<file path="config.mk">
export PLATFORM = sky130hd
export DESIGN_NAME = prog_mem_arbiter_flat
export DESIGN_NICKNAME = d
export VERILOG_FILES = /design/src/rtl/prog_mem_arbiter_if.sv /design/src/rtl/prog_mem_arbiter.sv /design/src/flat_wrapper.sv
export SDC_FILE = /design/constraint.sdc
export NUM_CORES = 1
export LEC_CHECK = 0
export BUFFER_PORTS_ARGS = -buffer_cell sky130_fd_sc_hd__buf_2
export CAP_MARGIN = 0
export CORE_MARGIN = 1.5
export CORE_UTILIZATION = 47
export CTS_BUF_LIST = sky130_fd_sc_hd__clkbuf_16
export DETAILED_ROUTE_END_ITERATION = 8
export GPL_ROUTABILITY_DRIVEN = 0
export PLACE_DENSITY_LB_ADDON = 0.1
export SYNTH_ARGS = -nofsm -noshare
export SYNTH_HDL_FRONTEND = slang
export SYNTH_SLANG_ARGS = --single-unit
</file>
<file path="constraint.sdc">
create_clock -name clk -period 3.8 [get_ports clk]
set_clock_uncertainty 0.15 [all_clocks]
set_input_delay 0.76 -clock clk [delete_from_list [all_inputs] [get_ports clk]]
set_output_delay 0.76 -clock clk [all_outputs]
set_load 0.005 [all_outputs]
</file>
<file path="src/rtl/prog_mem_arbiter_if.sv">
// Bus bundle between the fetch port, the loader port and the program memory macro.
// The arbiter takes the slave view; requesters and the memory model take the master view.
interface prog_mem_arbiter_if #(
    parameter int AW = 8,
    parameter int DW = 8
);
    logic          f_req;
    logic [AW-1:0] f_addr;
    logic          f_gnt;
    logic          f_ack;
    logic [DW-1:0] f_rdata;

    logic          l_req;
    logic          l_we;
    logic [AW-1:0] l_addr;
    logic [DW-1:0] l_wdata;
    logic          l_gnt;
    logic          l_ack;
    logic [DW-1:0] l_rdata;

    logic          m_en;
    logic          m_we;
    logic [AW-1:0] m_addr;
    logic [DW-1:0] m_wdata;
    logic [DW-1:0] m_rdata;

    logic          cpu_stall;

    modport slave (
        input  f_req, f_addr, l_req, l_we, l_addr, l_wdata, m_rdata,
        output f_gnt, f_ack, f_rdata, l_gnt, l_ack, l_rdata,
               m_en, m_we, m_addr, m_wdata, cpu_stall
    );

    modport master (
        output f_req, f_addr, l_req, l_we, l_addr, l_wdata, m_rdata,
        input  f_gnt, f_ack, f_rdata, l_gnt, l_ack, l_rdata,
               m_en, m_we, m_addr, m_wdata, cpu_stall
    );
endinterface

</file>
<file path="src/rtl/prog_mem_arbiter.sv">
// Round-robin arbiter serialising CPU fetch and loader accesses onto one program memory port.
// Define ARB_STATS_EN to enable the saturating fetch/load/conflict statistics counters.
module prog_mem_arbiter #(
    parameter int AW      = 8,
    parameter int DW      = 8,
    parameter int MEM_LAT = 1,
    parameter int STAT_W  = 16
) (
    input  logic               clk,
    input  logic               CLB,
    prog_mem_arbiter_if.slave  bus,
    input  logic               stat_clr,
    output logic [STAT_W-1:0]  stat_fetch,
    output logic [STAT_W-1:0]  stat_load,
    output logic [STAT_W-1:0]  stat_conflict
);

    typedef enum logic [1:0] {IDLE, ACC, WAIT, DONE} state_t;

    typedef struct packed {
        logic          ld;
        logic          we;
        logic [AW-1:0] addr;
        logic [DW-1:0] wdata;
    } req_t;

    state_t        state, state_nxt;
    req_t          lat;
    logic [2:0]    cnt;
    logic          last_ld;
    logic          win_ld;
    logic [DW-1:0] f_rdata_q;
    logic [DW-1:0] l_rdata_q;

    // last_ld resets high so the first conflict goes to fetch
    assign win_ld = bus.l_req & (~bus.f_req | ~last_ld);

    always_ff @(posedge clk) begin
        if (CLB) begin
            state     <= IDLE;
            lat       <= '0;
            cnt       <= '0;
            last_ld   <= 1'b1;
            f_rdata_q <= '0;
            l_rdata_q <= '0;
        end else begin
            state <= state_nxt;
            case (state)
                IDLE: if (bus.f_req || bus.l_req) begin
                    lat.ld    <= win_ld;
                    lat.we    <= win_ld & bus.l_we;
                    lat.addr  <= win_ld ? bus.l_addr : bus.f_addr;
                    lat.wdata <= win_ld ? bus.l_wdata : '0;
                    last_ld   <= win_ld;
                end
                ACC:  cnt <= 3'(MEM_LAT);
                WAIT: begin
                    cnt <= cnt - 3'd1;
                    if (cnt == 3'd1 && !lat.we) begin
                        if (lat.ld) l_rdata_q <= bus.m_rdata;
                        else        f_rdata_q <= bus.m_rdata;
                    end
                end
                default: ;
            endcase
        end
    end

    always_comb begin
        state_nxt   = state;
        bus.f_gnt   = 1'b0;
        bus.l_gnt   = 1'b0;
        bus.f_ack   = 1'b0;
        bus.l_ack   = 1'b0;
        bus.m_en    = 1'b0;
        bus.m_we    = 1'b0;
        bus.m_addr  = '0;
        bus.m_wdata = '0;
        case (state)
            IDLE: if (bus.f_req || bus.l_req) state_nxt = ACC;
            ACC: begin
                bus.m_en    = 1'b1;
                bus.m_we    = lat.we;
                bus.m_addr  = lat.addr;
                bus.m_wdata = lat.wdata;
                bus.f_gnt   = ~lat.ld;
                bus.l_gnt   = lat.ld;
                state_nxt   = WAIT;
            end
            WAIT: begin
                bus.f_gnt = ~lat.ld;
                bus.l_gnt = lat.ld;
                if (cnt == 3'd1) state_nxt = DONE;
            end
            DONE: begin
                bus.f_gnt = ~lat.ld;
                bus.l_gnt = lat.ld;
                bus.f_ack = ~lat.ld;
                bus.l_ack = lat.ld;
                state_nxt = IDLE;
            end
            default: state_nxt = IDLE;
        endcase
    end

    assign bus.f_rdata   = f_rdata_q;
    assign bus.l_rdata   = l_rdata_q;
    assign bus.cpu_stall = bus.f_req & ~bus.f_ack;

`ifdef ARB_STATS_EN
    // clear wins over a coincident increment
    always_ff @(posedge clk) begin
        if (CLB || stat_clr) begin
            stat_fetch    <= '0;
            stat_load     <= '0;
            stat_conflict <= '0;
        end else begin
            if (bus.f_ack && stat_fetch != '1) stat_fetch <= stat_fetch + 1'b1;
            if (bus.l_ack && stat_load  != '1) stat_load  <= stat_load + 1'b1;
            if (state == IDLE && bus.f_req && bus.l_req && stat_conflict != '1)
                stat_conflict <= stat_conflict + 1'b1;
        end
    end
`else
    logic unused_stat_clr;
    assign unused_stat_clr = stat_clr;
    assign stat_fetch      = '0;
    assign stat_load       = '0;
    assign stat_conflict   = '0;
`endif

endmodule

</file>
<file path="src/flat_wrapper.sv">
// flat-port wrapper written by rule: the top's interface ports become plain ports
module prog_mem_arbiter_flat 
#(
    parameter int AW      = 8,
    parameter int DW      = 8,
    parameter int MEM_LAT = 1,
    parameter int STAT_W  = 16
)
  (clk, CLB, stat_clr, stat_fetch, stat_load, stat_conflict, bus_f_req, bus_f_addr, bus_l_req, bus_l_we, bus_l_addr, bus_l_wdata, bus_m_rdata, bus_f_gnt, bus_f_ack, bus_f_rdata, bus_l_gnt, bus_l_ack, bus_l_rdata, bus_m_en, bus_m_we, bus_m_addr, bus_m_wdata, bus_cpu_stall);
  prog_mem_arbiter_if #(.AW(AW), .DW(DW)) bus_i ();
  input  logic clk;
  input  logic CLB;
  input  logic stat_clr;
  output logic [STAT_W-1:0] stat_fetch;
  output logic [STAT_W-1:0] stat_load;
  output logic [STAT_W-1:0] stat_conflict;
  input wire logic [$bits(bus_i.f_req)-1:0] bus_f_req;
  input wire logic [$bits(bus_i.f_addr)-1:0] bus_f_addr;
  input wire logic [$bits(bus_i.l_req)-1:0] bus_l_req;
  input wire logic [$bits(bus_i.l_we)-1:0] bus_l_we;
  input wire logic [$bits(bus_i.l_addr)-1:0] bus_l_addr;
  input wire logic [$bits(bus_i.l_wdata)-1:0] bus_l_wdata;
  input wire logic [$bits(bus_i.m_rdata)-1:0] bus_m_rdata;
  output wire logic [$bits(bus_i.f_gnt)-1:0] bus_f_gnt;
  output wire logic [$bits(bus_i.f_ack)-1:0] bus_f_ack;
  output wire logic [$bits(bus_i.f_rdata)-1:0] bus_f_rdata;
  output wire logic [$bits(bus_i.l_gnt)-1:0] bus_l_gnt;
  output wire logic [$bits(bus_i.l_ack)-1:0] bus_l_ack;
  output wire logic [$bits(bus_i.l_rdata)-1:0] bus_l_rdata;
  output wire logic [$bits(bus_i.m_en)-1:0] bus_m_en;
  output wire logic [$bits(bus_i.m_we)-1:0] bus_m_we;
  output wire logic [$bits(bus_i.m_addr)-1:0] bus_m_addr;
  output wire logic [$bits(bus_i.m_wdata)-1:0] bus_m_wdata;
  output wire logic [$bits(bus_i.cpu_stall)-1:0] bus_cpu_stall;
  assign bus_i.f_req = bus_f_req;
  assign bus_i.f_addr = bus_f_addr;
  assign bus_i.l_req = bus_l_req;
  assign bus_i.l_we = bus_l_we;
  assign bus_i.l_addr = bus_l_addr;
  assign bus_i.l_wdata = bus_l_wdata;
  assign bus_i.m_rdata = bus_m_rdata;
  assign bus_f_gnt = bus_i.f_gnt;
  assign bus_f_ack = bus_i.f_ack;
  assign bus_f_rdata = bus_i.f_rdata;
  assign bus_l_gnt = bus_i.l_gnt;
  assign bus_l_ack = bus_i.l_ack;
  assign bus_l_rdata = bus_i.l_rdata;
  assign bus_m_en = bus_i.m_en;
  assign bus_m_we = bus_i.m_we;
  assign bus_m_addr = bus_i.m_addr;
  assign bus_m_wdata = bus_i.m_wdata;
  assign bus_cpu_stall = bus_i.cpu_stall;
  prog_mem_arbiter #(.AW(AW), .DW(DW), .MEM_LAT(MEM_LAT), .STAT_W(STAT_W)) u_core (.clk(clk), .CLB(CLB), .bus(bus_i), .stat_clr(stat_clr), .stat_fetch(stat_fetch), .stat_load(stat_load), .stat_conflict(stat_conflict));
endmodule
</file>
# After elaboration in Yosys (flattened, before gate mapping)
# Index checks and enable logic that the tools add are counted.
[totals] reg_bits=40 in_bits=38 output_inout_bits=87 word_cells=48
[op_classes] n_mux=14 reduce_logical=10 bitwise=8 n_eq_ne=6 add_sub_neg=1
[op_table] op="8-bit 2-to-1 mux" count=4
[op_table] op="2-bit case mux with 4 select lines" count=1
[op_table] op="1-bit 2-to-1 mux" count=6
[op_table] op="3-bit case mux with 2 select lines" count=1
[op_table] op="3-bit AND reduction" count=2
[op_table] op="2-bit equality test (second input constant)" count=2
[op_table] op="2-bit 2-to-1 mux" count=2
[op_table] op="2-bit by 1-bit inequality test with 1-bit output (second input constant)" count=2
[op_table] op="1-bit inverter" count=4
[op_table] op="2-bit AND reduction" count=2
[op_table] op="1-bit AND" count=3
[op_table] op="3-bit by 1-bit equality test with 1-bit output (second input constant)" count=1
[op_table] op="3-bit OR reduction" count=1
[op_table] op="3-bit by 1-bit subtractor with 3-bit output (second input constant)" count=1
[op_table] op="2-bit by 1-bit equality test with 1-bit output (second input constant)" count=1
[op_table] op="2-bit zero test" count=1
[op_table] op="2-bit nonzero test" count=1
[op_table] op="1-bit logical AND" count=1
[op_table] op="1-bit zero test" count=1
[op_table] op="1-bit logical OR" count=1
[op_table] op="1-bit bitwise OR" count=1

# Longest topological paths before layout
[logic_depth] depth_word=4 depth_mapped=7 depth_no_buf=5

# Worst setup path after synthesis
# OpenSTA, ideal clock, no wires.
[synth_path] path_kind="register to output" startpoint="reg u_core.state[1]" endpoint="out bus_m_addr[4]" required_time_ps=2890 arrival_time_ps=996 path_buffers=1 stages_incl_launch_ff=5 path_slack_ps=1894 cell_sequence="dfxtp_1 inv_1 ha_1 clkbuf_1 and2_1"
[synth_via] elab_chain_cells=2
[synth_rtl] element="start: declaration" line_no="prog_mem_arbiter.sv:27" rtl="state_t state, state_nxt;"
[synth_rtl] element="start signal: assignment" line_no="prog_mem_arbiter.sv:47" rtl="state <= state_nxt;"
[synth_rtl] element="2-bit by 1-bit equality test with 1-bit output" line_no="prog_mem_arbiter.sv:79" rtl="case (state)"
[synth_rtl] element="8-bit 2-to-1 mux" line_no="prog_mem_arbiter.sv:79"
[synth_rtl] element="end: declaration" line_no="flat_wrapper.sv:32" rtl="output wire logic [$bits(bus_i.m_addr)-1:0] bus_m_addr;"
# No other way between the ends.

# Worst setup path after layout
[layout_path] startpoint="reg u_core.state[1]" endpoint="out bus_m_wdata[5]"
[layout_via] elab_chain_cells=2
[layout_rtl] element="2-bit by 1-bit equality test with 1-bit output" line_no="prog_mem_arbiter.sv:79"
[layout_rtl] element="8-bit 2-to-1 mux" line_no="prog_mem_arbiter.sv:79"
[layout_rtl] element="end: declaration" line_no="flat_wrapper.sv:33" rtl="output wire logic [$bits(bus_i.m_wdata)-1:0] bus_m_wdata;"
# No other way between the ends.

==> insert_results.sql <==
INSERT INTO impl_metrics (metric_group, metric, value, unit) VALUES
('outcome', 'status', 'complete, no violations', ''),
('power_and_ir_drop', 'power.net_switching', '404', 'uW'),
('global_route', 'wire_length_of_the_first_global_routing_pass', '6370', 'um'),
('cts', 'tritoncts_num_sinks', '40', ''),
('yosys', 'yosys_register_bits', '40', ''),
('yosys', 'synthTopCellsByArea', 'sky130_fd_sc_hd__dfxtp_1 (38%), sky130_fd_sc_hd__buf_4 (17%), sky130_fd_sc_hd__nand2_1 (8.3%)', ''),
('critical_path', 'start_kind', 'flop', ''),
('timing', 'maxSlewViolCount', '0', ''),
('yosys', 'ys_dominant_reg_cell', 'sky130_fd_sc_hd__dfxtp_1', ''),
('timing', 'whs', '0.305', 'ns'),
('routing', 'antenna_violating_nets_post_route', '0', ''),
('final_layout', 'antenna_cells_inserted', '0', ''),
('yosys', 'synth_seq_area_share', '37.6', '%'),
('floorplan', 'initial_utilization', '49.0', '%'),
('power_and_ir_drop', 'static_leakage_power', '1.33', 'nW'),
('critical_path', 'timing.critical_path.arrival', '1.50', 'ns'),
('power_and_ir_drop', 'clockPowerShare', '36.9', '%'),
('yosys', 'number_of_synthesized_flops_with_an_enable_pin', '0', ''),
('floorplan', 'die-height', '70.4', 'um'),
('critical_path', 'cp.buffers_inverters', '2', ''),
('timing', 'finalCritPeriodShare', '63.4', '%'),
('timing', 'period_minus_slack', '2.41', 'ns'),
('yosys', 'async_set_or_reset_register_ratio_after_synthesis', '0', '%'),
('critical_path', 'crit_type', 'flop to output port', ''),
('cts', 'cts_buffers', '5', ''),
('cts', 'clock_tree.root_cell', 'sky130_fd_sc_hd__clkbuf_16', ''),
('routing', 'via_per_inst', '4.58', ''),
('yosys', 'synth_top_area_share', '37.6', '%'),
('global_route', 'first_global_vias', '1422', ''),
('critical_path', 'critical_path.slowest_cell', 'sky130_fd_sc_hd__ha_1', ''),
('cts', 'post-cts-setup-buffer-count', '0', ''),
('yosys', 'synthesis.instances', '245', ''),
('critical_path', 'worst-endpoint-required', '2.89', 'ns'),
('yosys', 'synth_top_area_cell', 'sky130_fd_sc_hd__dfxtp_1', ''),
('yosys', 'post_synth_instance_area', '0.00213', 'mm^2'),
('critical_path', 'critPathMaxFanout', '18', ''),
('critical_path', 'worst_reg_to_reg_setup_slack', '1.75', 'ns'),
('placement', 'hpwlAfterDp', '2960', 'um'),
('global_route', 'grt_max_degree', '25', ''),
('floorplan', 'die_x_extent', '70.4', 'um'),
('power_and_ir_drop', 'swShare', '28.6', '%'),
('routing', 'vias', '1693', ''),
('routing', 'detail_route.wirelength', '4010', 'um'),
('placement', 'pre_cts_slack', '1.55', 'ns'),
('timing', 'timing.slew.headroom', '52.1', '%'),
('global_route', 'global_route.overflow_total', '0', ''),
('floorplan', 'placementRows', '24', ''),
('final_layout', 'design.final.nets', '362', ''),
('routing', 'drt_first_pass_iters', '4', ''),
('power_and_ir_drop', 'combinationalPowerShare', '25.4', '%'),
('yosys', 'synth_cell_type_count', '34', ''),
('timing', 'finalHoldViolations', '0', ''),
('cts', 'cts_buffer_depth', '2', ''),
('power_and_ir_drop', 'ir_worst_vdd', '0.000335', 'V'),
('cts', 'post_cts_resized', '0', ''),
('critical_path', 'cell_breakdown_of_the_critical_path', 'inv_1 -> ha_1 -> and2_1 -> buf_2', ''),
('yosys', 'yosys-top-cells-count', 'sky130_fd_sc_hd__buf_4 (48), sky130_fd_sc_hd__nand2_1 (47), sky130_fd_sc_hd__dfxtp_1 (40), sky130_fd_sc_hd__and2_1 (17), sky130_fd_sc_hd__mux2i_1 (17)', ''),
('routing', 'drc_errors', '0', ''),
('yosys', 'ys.warnings.count', '0', ''),
('cts', 'worst_setup_hold_path_clk_slew', '0.06', 'ns'),
('cts', 'cts_tree', 'built', ''),
('global_route', 'antenna_found_initial', '0', ''),
('timing', 'fmax', '0.415', 'GHz'),
('placement', 'port-buffer-count', '75', ''),
('power_and_ir_drop', 'seq_power_share', '37.7', '%'),
('timing', 'setup_slack', '1.39', 'ns'),
('routing', 'routed_wire_length_per_instance', '10.8', 'um'),
('final_layout', 'flow.area_growth_from_synthesis', '19.0', '%'),
('cts', 'cts_hold_repair.buffers', '0', ''),
('power_and_ir_drop', 'power_density', '558', 'mW/mm^2'),
('routing', 'first_iteration_detailed_routing_drc_count', '74', '');
-- power by group through the flow --
stage	registers, mW	logic, mW	clock network (mW)
floorplan	0.531	0.292	0
global placement	0.540	0.360	0
detailed placement	0.541	0.363	0
CTS	0.533	0.365	0.536
global route	0.543	0.410	0.553
finish	0.533	0.360	0.522
-- worst paths after layout --
check | from | end | cells past startpoint
max | u_core.state[1]$_SDFFE_PP0P_ | bus_m_wdata[5] | 4
min | u_core.bus.f_rdata[0]$_SDFFE_PP0P_ | u_core.bus.f_rdata[0]$_SDFFE_PP0P_ | 2
max reg2reg | u_core.state[0]$_SDFFE_PP0P_ | u_core.lat[3]$_SDFFE_PP0P_ | 5
min reg2reg | u_core.bus.f_rdata[0]$_SDFFE_PP0P_ | u_core.bus.f_rdata[0]$_SDFFE_PP0P_ | 2
-- layout make-up --
cell class	instances	share of cell area (%)
clock inverters	2	2.37
well taps	52	2.56
clock buffers	5	4.93
repair buffers	76	15.1
multi-input cells	188	42.5
flip-flops and latches	40	31.6
inverters	7	1.04
-- kinds of logic after synthesis --
kind of cell	share of synthesized area, %
AND/OR/NAND/NOR	18.8
adder cells (fa/ha/maj)	3.52
other	0.176
flip-flops	37.6
AO/OA/AOI/OAI	11.8
multiplexers	7.98
buffers and inverters	20.2
-- layout by cell type, fill, tap and decap left out --
cell and n:
sky130_fd_sc_hd__a21bo_2 1, sky130_fd_sc_hd__a21boi_2 1, sky130_fd_sc_hd__a21oi_1 2, sky130_fd_sc_hd__a22o_1 9, sky130_fd_sc_hd__a22oi_1 2, sky130_fd_sc_hd__a31oi_1 8, sky130_fd_sc_hd__and2_1 17, sky130_fd_sc_hd__and2_2 1
sky130_fd_sc_hd__and2b_2 1, sky130_fd_sc_hd__and3_1 1, sky130_fd_sc_hd__buf_2 75, sky130_fd_sc_hd__buf_4 1, sky130_fd_sc_hd__bufinv_16 2, sky130_fd_sc_hd__clkbuf_16 5, sky130_fd_sc_hd__clkinv_1 1, sky130_fd_sc_hd__conb_1 48
sky130_fd_sc_hd__dfxtp_1 40, sky130_fd_sc_hd__ha_1 6, sky130_fd_sc_hd__inv_1 5, sky130_fd_sc_hd__inv_2 1, sky130_fd_sc_hd__mux2i_1 17, sky130_fd_sc_hd__nand2_1 47, sky130_fd_sc_hd__nand2b_1 1, sky130_fd_sc_hd__nand3_1 1
sky130_fd_sc_hd__nand3b_1 1, sky130_fd_sc_hd__nand4b_1 1, sky130_fd_sc_hd__nor2_1 6, sky130_fd_sc_hd__nor2b_1 2, sky130_fd_sc_hd__nor4_4 1, sky130_fd_sc_hd__o211ai_1 1, sky130_fd_sc_hd__o21a_1 1, sky130_fd_sc_hd__o21ai_0 10
sky130_fd_sc_hd__o221a_2 1, sky130_fd_sc_hd__or4_4 1
-- routing by layer --
metal / GRT usage [%] / vias to the layer above / routed length (um)
met1: 21.0 / 756 / 1820
met3: 4.91 / 6 / 242
met4: 5.34 / 0 / 43
met2: 25.2 / 71 / 1900
li1: - / 860 / -
met5: 0 / - / 0
-- through the flow --
stage | area (um^2) | power, mW | cells
final | 2540 | 1.42 | 370
after global routing | 2540 | 1.51 | 370
after CTS | 2540 | 1.43 | 370
after detailed placement | 2350 | 0.905 | 363
after global placement | 2350 | 0.900 | 363
after floorplan | 2310 | 0.823 | 292
-- worst min-delay path: stages, from the launching register on --
cell                      delay (ns)
sky130_fd_sc_hd__dfxtp_1        0.30
sky130_fd_sc_hd__nand2_1        0.05
sky130_fd_sc_hd__mux2i_1        0.05
-- registers in the layout (all words and copies together) (netlist names) --
register,cells
u_core.bus.f_rdata,8
u_core.bus.l_rdata,8
u_core.cnt,3
u_core.last_ld,1
u_core.lat,18
u_core.state,2
(Power assumes the default switching activity.)
